<file path="config.mk">
export PLATFORM = sky130hd
export DESIGN_NAME = multi_ch_rd_dma
export DESIGN_NICKNAME = d
export VERILOG_FILES = /design/src/rtl/accel_pkg.sv /design/src/rtl/rr_arbiter.sv /design/src/rtl/multi_ch_rd_dma.sv
export SDC_FILE = /design/constraint.sdc
export NUM_CORES = 1
export LEC_CHECK = 0
export ABC_AREA = 0
export BUFFER_PORTS_ARGS = -buffer_cell sky130_fd_sc_hd__buf_2
export CELL_PAD_IN_SITES_DETAIL_PLACEMENT = 1
export CELL_PAD_IN_SITES_GLOBAL_PLACEMENT = 1
export CORE_AREA = 4 4 264 266
export DETAILED_ROUTE_END_ITERATION = 7
export DIE_AREA = 0 0 268 270
export HOLD_SLACK_MARGIN = 0.02
export PLACE_DENSITY = 0.53
export SLEW_MARGIN = 10
export SYNTH_ARGS = -nofsm -noshare
export SYNTH_HDL_FRONTEND = slang
export SYNTH_SLANG_ARGS = --single-unit
</file>
<file path="constraint.sdc">
create_clock -name clk -period 4.35 [get_ports clk]
set_input_delay 0.435 -clock clk [delete_from_list [all_inputs] [get_ports clk]]
set_output_delay 0.435 -clock clk [all_outputs]
set_load 0.02 [all_outputs]
</file>
<file path="src/rtl/accel_pkg.sv">
// Shared definitions for the accelerator read-DMA slice:
// FSM encoding, AXI constants and the 4 KiB boundary size.
package accel_pkg;

    typedef enum logic [2:0] {
        IDLE,
        ARB,
        ADDR,
        DATA,
        FIN
    } dma_state_t;

    localparam logic [1:0]  AXI_BURST_INCR = 2'b01;
    localparam logic [1:0]  AXI_RESP_OKAY  = 2'b00;
    localparam int unsigned BOUNDARY_4K    = 4096;

endpackage

</file>
<file path="src/rtl/rr_arbiter.sv">
// Round-robin arbiter: one-hot grant searched from the channel after the
// last accepted one; the pointer only moves when the grant is accepted.
module rr_arbiter #(
    parameter  int unsigned NUM_CH    = 2,
    localparam int unsigned IDX_WIDTH = (NUM_CH > 1) ? $clog2(NUM_CH) : 1
) (
    input  logic                 clk,
    input  logic                 rstn,
    input  logic [NUM_CH-1:0]    req,
    input  logic                 accept,
    output logic [NUM_CH-1:0]    grant,
    output logic [IDX_WIDTH-1:0] grant_idx
);

    logic [IDX_WIDTH-1:0] last;

    always_comb begin
        logic                 found;
        logic [IDX_WIDTH-1:0] idx;
        grant     = '0;
        grant_idx = '0;
        found     = 1'b0;
        idx       = '0;
        for (int unsigned i = 1; i <= NUM_CH; i++) begin
            idx = IDX_WIDTH'((32'(last) + i) % NUM_CH);
            if (!found && req[idx]) begin
                found      = 1'b1;
                grant[idx] = 1'b1;
                grant_idx  = idx;
            end
        end
    end

    // Reset points at the last channel so channel 0 is searched first.
    always_ff @(posedge clk or negedge rstn) begin
        if (!rstn) begin
            last <= IDX_WIDTH'(NUM_CH - 1);
        end else if (accept && (|grant)) begin
            last <= grant_idx;
        end
    end

endmodule

</file>
<file path="src/rtl/multi_ch_rd_dma.sv">
// Multi-channel AXI4 read DMA: arbitrates channel requests, splits each into
// 4 KiB-safe INCR bursts (one outstanding) and streams beats to the owner.
module multi_ch_rd_dma
    import accel_pkg::*;
#(
    parameter int unsigned          ADDR_WIDTH = 32,
    parameter int unsigned          DATA_WIDTH = 256,
    parameter int unsigned          ID_WIDTH   = 8,
    parameter logic [ID_WIDTH-1:0]  ID_BASE    = 8'h80,
    parameter int unsigned          NUM_CH     = 2,
    parameter int unsigned          MAX_BURST  = 16,
    parameter int unsigned          LEN_WIDTH  = 16
) (
    input  logic                         clk,
    input  logic                         rstn,
    input  logic [NUM_CH-1:0]            req_valid,
    output logic [NUM_CH-1:0]            req_ready,
    input  logic [NUM_CH*ADDR_WIDTH-1:0] req_addr,
    input  logic [NUM_CH*LEN_WIDTH-1:0]  req_beats,
    output logic [DATA_WIDTH-1:0]        out_data,
    output logic [NUM_CH-1:0]            out_valid,
    input  logic [NUM_CH-1:0]            out_ready,
    output logic                         out_last,
    output logic [NUM_CH-1:0]            done,
    output logic [NUM_CH-1:0]            err,
    output logic [ID_WIDTH-1:0]          arid,
    output logic [ADDR_WIDTH-1:0]        araddr,
    output logic [7:0]                   arlen,
    output logic [2:0]                   arsize,
    output logic [1:0]                   arburst,
    output logic                         arvalid,
    input  logic                         arready,
    input  logic [ID_WIDTH-1:0]          rid,
    input  logic [DATA_WIDTH-1:0]        rdata,
    input  logic [1:0]                   rresp,
    input  logic                         rlast,
    input  logic                         rvalid,
    output logic                         rready
);

    localparam int unsigned BYTES    = DATA_WIDTH / 8;
    localparam int unsigned SIZE     = $clog2(BYTES);
    localparam int unsigned BL_WIDTH = $clog2(MAX_BURST) + 1;
    localparam int unsigned CH_WIDTH = (NUM_CH > 1) ? $clog2(NUM_CH) : 1;
    localparam int unsigned RW       = LEN_WIDTH + 1;

    // L = min(remaining, MAX_BURST, beats left before the next 4 KiB line)
    function automatic logic [BL_WIDTH-1:0] burst_len(
        input logic [ADDR_WIDTH-1:0] a,
        input logic [LEN_WIDTH-1:0]  rem_in
    );
        logic [12:0] bnd;
        logic [RW-1:0] l;
        bnd = (13'(BOUNDARY_4K) - {1'b0, a[11:0]}) >> SIZE;
        l   = {1'b0, rem_in};
        if (l > RW'(MAX_BURST)) l = RW'(MAX_BURST);
        if (l > RW'(bnd))       l = RW'(bnd);
        return BL_WIDTH'(l);
    endfunction

    dma_state_t            state, nstate;
    logic [CH_WIDTH-1:0]   ch;
    logic [LEN_WIDTH-1:0]  rem;
    logic [BL_WIDTH-1:0]   cur_len;
    logic                  err_flag;

    logic [NUM_CH-1:0]     grant;
    logic [CH_WIDTH-1:0]   grant_idx;
    logic                  accept;

    logic [ADDR_WIDTH-1:0] sel_addr;
    logic [LEN_WIDTH-1:0]  sel_beats;
    logic [BL_WIDTH-1:0]   first_len;
    logic [ADDR_WIDTH-1:0] next_addr;
    logic [LEN_WIDTH-1:0]  rem_dec;
    logic [BL_WIDTH-1:0]   next_len;
    logic                  beat_hs;

    assign accept = (state == ARB);

    rr_arbiter #(
        .NUM_CH (NUM_CH)
    ) u_arb (
        .clk       (clk),
        .rstn      (rstn),
        .req       (req_valid),
        .accept    (accept),
        .grant     (grant),
        .grant_idx (grant_idx)
    );

    assign sel_addr  = req_addr[grant_idx*ADDR_WIDTH +: ADDR_WIDTH];
    assign sel_beats = req_beats[grant_idx*LEN_WIDTH +: LEN_WIDTH];
    assign first_len = burst_len(sel_addr, sel_beats);
    assign next_addr = araddr + (ADDR_WIDTH'(cur_len) << SIZE);
    assign rem_dec   = rem - LEN_WIDTH'(1);
    assign next_len  = burst_len(next_addr, rem_dec);
    assign beat_hs   = (state == DATA) && rvalid && rready;

    always_ff @(posedge clk or negedge rstn) begin
        if (!rstn) begin
            state <= IDLE;
        end else begin
            state <= nstate;
        end
    end

    always_comb begin
        nstate = state;
        unique case (state)
            IDLE: if (|req_valid) nstate = ARB;
            ARB: begin
                if (!(|grant))              nstate = IDLE;
                else if (sel_beats == '0)   nstate = FIN;
                else                        nstate = ADDR;
            end
            ADDR: if (arready) nstate = DATA;
            DATA: begin
                if (beat_hs && rlast) nstate = (rem_dec == '0) ? FIN : ADDR;
            end
            FIN:     nstate = IDLE;
            default: nstate = IDLE;
        endcase
    end

    always_ff @(posedge clk or negedge rstn) begin
        if (!rstn) begin
            ch       <= '0;
            rem      <= '0;
            cur_len  <= '0;
            err_flag <= 1'b0;
            araddr   <= '0;
            arlen    <= '0;
            arid     <= '0;
        end else begin
            unique case (state)
                ARB: begin
                    if (|grant) begin
                        ch       <= grant_idx;
                        rem      <= sel_beats;
                        araddr   <= sel_addr;
                        cur_len  <= first_len;
                        arlen    <= 8'(first_len) - 8'd1;
                        arid     <= ID_BASE + ID_WIDTH'(grant_idx);
                        err_flag <= 1'b0;
                    end
                end
                DATA: begin
                    if (beat_hs) begin
                        rem <= rem_dec;
                        if ((rresp != AXI_RESP_OKAY) || (rid != arid)) err_flag <= 1'b1;
                        // Next burst is sized from the advanced address and the post-beat count.
                        if (rlast && (rem_dec != '0)) begin
                            araddr  <= next_addr;
                            cur_len <= next_len;
                            arlen   <= 8'(next_len) - 8'd1;
                        end
                    end
                end
                FIN:     err_flag <= 1'b0;
                default: ;
            endcase
        end
    end

    always_comb begin
        req_ready = '0;
        arvalid   = 1'b0;
        rready    = 1'b0;
        out_valid = '0;
        out_last  = 1'b0;
        done      = '0;
        err       = '0;
        unique case (state)
            ARB:  req_ready = grant;
            ADDR: arvalid   = 1'b1;
            DATA: begin
                rready        = out_ready[ch];
                out_valid[ch] = rvalid;
                out_last      = rvalid && (rem == LEN_WIDTH'(1));
            end
            FIN: begin
                done[ch] = 1'b1;
                err[ch]  = err_flag;
            end
            default: ;
        endcase
    end

    assign out_data = rdata;
    assign arsize   = 3'(SIZE);
    assign arburst  = AXI_BURST_INCR;

endmodule

</file>
==> results_dict.tcl, run 1 <==
set metrics [dict create \
    nets 1372 \
    fillers 8144 \
    place_inst 1826 \
    maxSlewViolCount 0 \
    path_clk_slew_ps 60 \
    cp-end-kind "flip-flop" \
    crit_path_end "arlen[3]" \
    synthCells 1023 \
    async_flop_share 1.00 \
    via_count 6933 \
    syn2layout_area_growth_pct 11.1 \
    drtAntennaViolNets 0 \
    synth_top_area_frac 0.263 \
    grt-ovfl-total 0 \
    gp_congestion 0.820 \
    hpwl_mm 28.4 \
    tns_ps 0 \
    setup.worst_path.start "rem[6]" \
    rsz0062_at_grt "yes" \
    totalWireLength_mm 34.8 \
    fp.dieH_um 270 \
    fin_crit_ps 4250 \
    r2r_setup_slack_ps 100 \
    path_max_fanout 5 \
    viasPerCell 3.74 \
    reg2reg_depth 17 \
    synth_seq_area_share 0.215 \
    cts_tree "built" \
    yosysUniqueCellTypes 76 \
    first_pass_iters 4 \
    ios 691 \
    start_util 0.115 \
    worstSetupStartpointType "flip-flop" \
    yosysTopAreaCell "buf_4" \
    grt-busiest-layer "met2" \
    critPathKind "flip-flop to flip-flop" \
    synth_edf_count 0 \
    skew_ps 17.2 \
    h-tree-depth 3 \
    drc 0 \
    antenna_found_initial 3 \
    crit_arrival_ps 4490 \
    row_count 95 \
    setup_viol 0 \
    p_per_area_nw_per_um2 720 \
    clock_sinks 66 \
    hp-class "input port to asynchronous set/reset pin" \
    ys_warn_count 0 \
    slowest_stage "or4_4" \
    max_cap_viol_count 0 \
    synth_area_per_cell_um2 7.53 \
    synth_most_common_cell "buf_4" \
    grtUsageMet3 0.0321 \
    clk_latency_ps 360 \
    root_buffer "clkbuf_16" \
    design.core.area_um2 67000 \
    drt_iter0_markers 237 \
    first_global_vias 7447 \
    critPathMaxStageDelay_ps 580 \
    die_x_um 268 \
    use_met2 0.138 \
    dieArea_um2 72400 \
    worst_pin_slew_ps 1100 \
    io_buffers 167 \
    p_leak_nw 3.54 \
    clockBufferDepth 2 \
    final_hold_viol_count 0 \
    ctsHoldBuffers 0 \
    r2r-start "rem[6]" \
    post-route-period-util 0.976 \
    grt_pass1_wl_mm 49.9 \
    ir_drop_uv 239 \
    grt_max_degree 67 \
    cts_buffers 9 \
    crit_chain "or4_4 -> nor4_4 -> xnor2_2 -> nand4_2 -> or2_4 -> nor2_4 -> ha_4 -> nor2b_4 -> o21ai_2 -> a21oi_2 -> o41a_1 -> a21o_1 -> o22ai_2 -> buf_4 -> nand3_1 -> and3_1 -> a211o_1" \
    relSlewSlack 0.262 \
    syn-cell-area_um2 7700 \
    drive_gt1_frac 0.326 \
    final_cell_count_no_fill 1855 \
    ys.flop_type "dfrtp_1" \
    wl_per_cell_um 18.7 \
    met1_usage 0.118 \
    synthTopCellsByCount "buf_4 (270), nand2_1 (130), a21oi_1 (73)" \
    max_freq_mhz 236 \
    worstReg2RegEnd "arlen[3]" \
    outcome "complete, no violations" \
    synth_area_leaders "buf_4 (26%), dfrtp_1 (21%), nand2_1 (6.3%), a21oi_1 (4.7%), ha_1 (3.9%)" \
    grt_use_total 0.0931 \
    critPathRequiredTime_ps 4590 \
    synth_seq_cells 66 \
]
## layer usage
layer | wire, um | share of wire
met1 | 14900 | 0.43
met2 | 15100 | 0.43
met3 | 3110 | 0.090
met4 | 1690 | 0.049
met5 | 49 | 0.0014
## per-stage QoR
step / power [mW] / utilization / setup slack [ps] / instance area [um2] / hold WS (ps)
2_1_floorplan: 3.88 / - / 18.8 / 7750 / 139
3_3_place_gp: 5.00 / 0.119 / 65.9 / 7960 / 468
3_5_place_dp: 5.09 / 0.119 / -137 / 7960 / 475
4_1_cts: 6.01 / 0.124 / -5.45 / 8320 / 282
5_1_grt: 6.70 / 0.128 / -76.8 / 8550 / 293
6_report: 6.16 / 0.128 / 104 / 8550 / 225
## worst max-delay path: cells and delay by family (launching register included)
family	cells	cell delay, ps
and+or+nand+nor	8	1880
AOI/OAI and AO/OA	6	1350
DFF	1	390
adders and majority gates	1	210
xor gates and xnor gates	1	160
buffers and inverters	1	140
## logic make-up (layout without fill, tap and decap cells)
logic type      count (synthesis)  count (layout)  synth area share
simple gates                  334             334             0.210
buf+inv                       334             277             0.298
compound gates                221             221             0.185
flops                          66              66             0.215
fa+ha+maj                      25              25            0.0416
xor+xnor                       24              24            0.0273
mux                            17              17            0.0229
other cells                     2              18          0.000975
## sequential cells by signal (all words and copies together), names as in the netlist
signal and cells:
arid 2, rem 16, u_arb.last 1, cur_len 5, araddr 32, state 3
err_flag 1, arlen 6
## cell usage in the layout, fill, tap and decap left out, drive strengths merged, types with 4 or more instances in the layout
cell / n
o22a: 7
o21ai: 61
xor2: 7
conb: 17
clkbuf: 10
a31oi: 12
nand2: 130
ha: 24
a22oi: 7
mux2i: 15
inv: 20
a32oi: 5
o31ai: 8
a21o: 8
nand4: 10
or4: 7
a2bb2oi: 6
or3: 5
nand3: 37
nor2b: 10
nand2b: 8
or2: 6
dfrtp: 65
nor3: 19
buf: 242
nor4: 17
nor2: 65
xnor2: 17
o21a: 4
and2: 4
and3: 6
a21oi: 75
## timing repair
item / 4_1_cts / 5_1_grt
endpoints found under the setup margin: 4 / 7
endpoints found under the hold margin: 0 / 0
pin swaps: 3 / 24
gates cloned: 0 / 0
resized for setup: 8 / 30
buffers inserted: 0 / 12
## worst min-delay path by stage
stage / startpoint / end / slack (ps) / cells after the start
floorplan: rstn / araddr[0] / 140 / 0
global placement: cur_len[0] / cur_len[0] / 470 / 1
detailed placement: cur_len[0] / cur_len[0] / 470 / 1
CTS: rstn / rem[14] / 280 / 1
global route: rstn / rem[13] / 290 / 1
finish: rstn / rem[13] / 220 / 1
## cell type report
class | count | area (um2) | area share
well taps | 873 | 1090 | 0.128
multi-input cells | 638 | 4010 | 0.469
clock buffers | 10 | 229 | 0.0268
repair buffers | 242 | 1400 | 0.164
flip-flops and latches | 66 | 1650 | 0.193
diodes | 1 | 2.50 | 0.000293
clock inverters | 6 | 90.1 | 0.0105
inverters | 19 | 71.3 | 0.00834
## power by group
part | internal [mW] | switching (mW) | leakage [nW] | total, mW
clock network | 0.505 | 0.332 | 0.153 | 0.837
logic | 1.56 | 2.52 | 2.63 | 4.08
registers | 0.914 | 0.326 | 0.759 | 1.24
No activity file was read; power rests on OpenSTA's default activity.
==> run 2: changes to the inputs <==
--- a/config.mk
+++ b/config.mk
@@ -12,6 +12,7 @@
 export CORE_AREA = 4 4 264 266
 export DETAILED_ROUTE_END_ITERATION = 7
 export DIE_AREA = 0 0 268 270
+export GPL_TIMING_DRIVEN = 0
 export HOLD_SLACK_MARGIN = 0.02
 export PLACE_DENSITY = 0.53
 export SLEW_MARGIN = 10
==> results_dict.tcl, run 2 (synthesis results as in run 1) <==
set metrics [dict create \
    worstSetupStartpointType "flip-flop" \
    worst_slack_ps 47.5 \
    maxSlewViolCount 0 \
    path_clk_slew_ps 60 \
    worstReg2RegEnd "arlen[3]" \
    critPathKind "flip-flop to flip-flop" \
    r2r_setup_slack_ps 50 \
    reg2reg_depth 17 \
    setup_viol 0 \
    first_pass_iters 4 \
    r2r-start "rem[7]" \
    setup.worst_path.start "rem[7]" \
    relSlewSlack 0.300 \
    post-route-period-util 0.989 \
    placed_cell_area_um2 11000 \
    io_buffers 423 \
    syn2layout_area_growth_pct 54.9 \
    wl_per_cell_um 19.5 \
    first_global_vias 9451 \
    reg_top3 "araddr x32, rem x16, arlen x6" \
    cp-end-kind "flip-flop" \
    p_per_area_nw_per_um2 588 \
    top_register "araddr" \
    die_x_um 268 \
    drc 0 \
    row_count 95 \
    clockBufferDepth 2 \
    design.core.area_um2 67000 \
    final_hold_viol_count 0 \
    root_buffer "clkbuf_16" \
    drtAntennaViolNets 0 \
    fillers 8237 \
    path_max_fanout 6 \
    viasPerCell 3.79 \
    fin_crit_ps 4300 \
    cts_buffers 9 \
    ios 691 \
    gp_congestion 0.808 \
    layout_commonest_cell "buf_2" \
    max_cap_viol_count 0 \
    cts_tree "built" \
    hp-class "input port to flip-flop" \
    worst_pin_slew_ps 1050 \
    p_leak_nw 5.77 \
    nets 1899 \
    critPathRequiredTime_ps 4600 \
    clock_sinks 66 \
    crit_path_end "arlen[3]" \
    antenna_found_initial 11 \
    layout_common_cells "buf_2 (428), buf_4 (300), nand2_1 (130), a21oi_1 (70), nor2_1 (61)" \
    grt-ovfl-total 0 \
    dp_slack_ps -1550 \
    skew_ps 9.50 \
    grt_use_total 0.120 \
    hpwl_mm 39.7 \
    drive_gt1_frac 0.550 \
    clk_latency_ps 360 \
    grt_max_degree 54 \
    rsz0062_at_grt "yes" \
    fin_area_um2 11900 \
    dieArea_um2 72400 \
    ir_drop_uv 238 \
    outcome "complete, no violations" \
    grt_pass1_wl_mm 64.0 \
    start_util 0.115 \
    crit_arrival_ps 4550 \
    h-tree-depth 3 \
    max_freq_mhz 232 \
    fp.dieH_um 270 \
    largest_register_ffs 32 \
    totalWireLength_mm 46.4 \
    hold_depth 3 \
    drt_iter0_markers 288 \
    via_count 9031 \
]
-- run 2: changes by cell type in the layout (fill, tap and decap cells not counted), moves of 3 or more --
cell	before	now
dfrtp_1	65	60
mux2i_4	0	3
clkbuf_1	1	25
dfrtp_2	0	5
buf_1	0	4
mux2i_1	15	11
buf_4	76	300
buf_2	166	428
buf_6	0	8
-- run 2: worst max-delay path: stages, from the launching register on --
cell	delay (ps)
dfrtp_2	450
or4_4	580
nor4_4	270
xnor2_2	170
nand4_4	160
or2_4	290
nor2_4	130
ha_4	210
nor2b_4	120
o21ai_2	120
a21oi_2	90
o41a_1	460
a21o_1	220
o22ai_4	260
buf_6	150
nand3_4	70
and3_4	180
a211o_1	250
-- run 2: final cells by class --
type / instances / area [um2] / area share
multi-input combinational: 638 / 4140 / 0.347
timing repair buffer: 455 / 2400 / 0.201
buffer: 314 / 2250 / 0.189
sequential: 66 / 1660 / 0.139
tap: 873 / 1090 / 0.0916
clock buffer: 10 / 239 / 0.0200
inverter: 19 / 71.3 / 0.00598
clock inverter: 6 / 66.3 / 0.00556
antenna: 2 / 5.00 / 0.000420
-- run 2: per-layer routing --
| metal | GRT usage | vias up | wire length (um) |
|---|---|---|---|
| met3 | 0.0306 | 39 | 3320 |
| met5 | 0 | - | 87 |
| met4 | 0.0231 | 12 | 638 |
| li1 | - | 4195 | - |
| met2 | 0.211 | 396 | 23000 |
| met1 | 0.148 | 4389 | 19400 |
-- run 2: where the power goes --
| group | leakage, nW | internal [mW] | switching (mW) |
|---|---|---|---|
| clock | 0.152 | 0.460 | 0.314 |
| sequential | 0.753 | 0.919 | 0.364 |
| combinational | 4.87 | 1.88 | 3.08 |
-- run 2: worst min path at each step --
stage,from,endpoint,slack [ps]
6_report,req_addr[35],araddr[3],350
5_1_grt,req_addr[0],araddr[0],350
4_1_cts,req_addr[33],araddr[1],340
3_5_place_dp,rstn,rem[12],320
3_3_place_gp,cur_len[2],cur_len[2],470
2_1_floorplan,rstn,araddr[0],140
-- run 2: timing repair --
item | in CTS | in global routing
endpoints found under the setup margin | 12 | 9
hold endpoints to repair | 13 | 0
buffers inserted | 12 | 18
gates cloned | 0 | 0
gates resized for setup | 53 | 41
hold buffers | 1 | 0
pin swaps | 16 | 26
-- run 2: per-stage QoR --
step / hold WS (ps) / cells / total power [mW] / util / TNS (ps)
global route: 348 / 2382 / 7.52 / 0.178 / -462
floorplan: 139 / 1038 / 3.88 / - / 0
detailed placement: 322 / 2335 / 5.62 / 0.164 / -12740
finish: 350 / 2383 / 7.01 / 0.178 / 0
CTS: 342 / 2364 / 6.70 / 0.173 / -226
global placement: 468 / 2334 / 5.54 / 0.164 / -12230
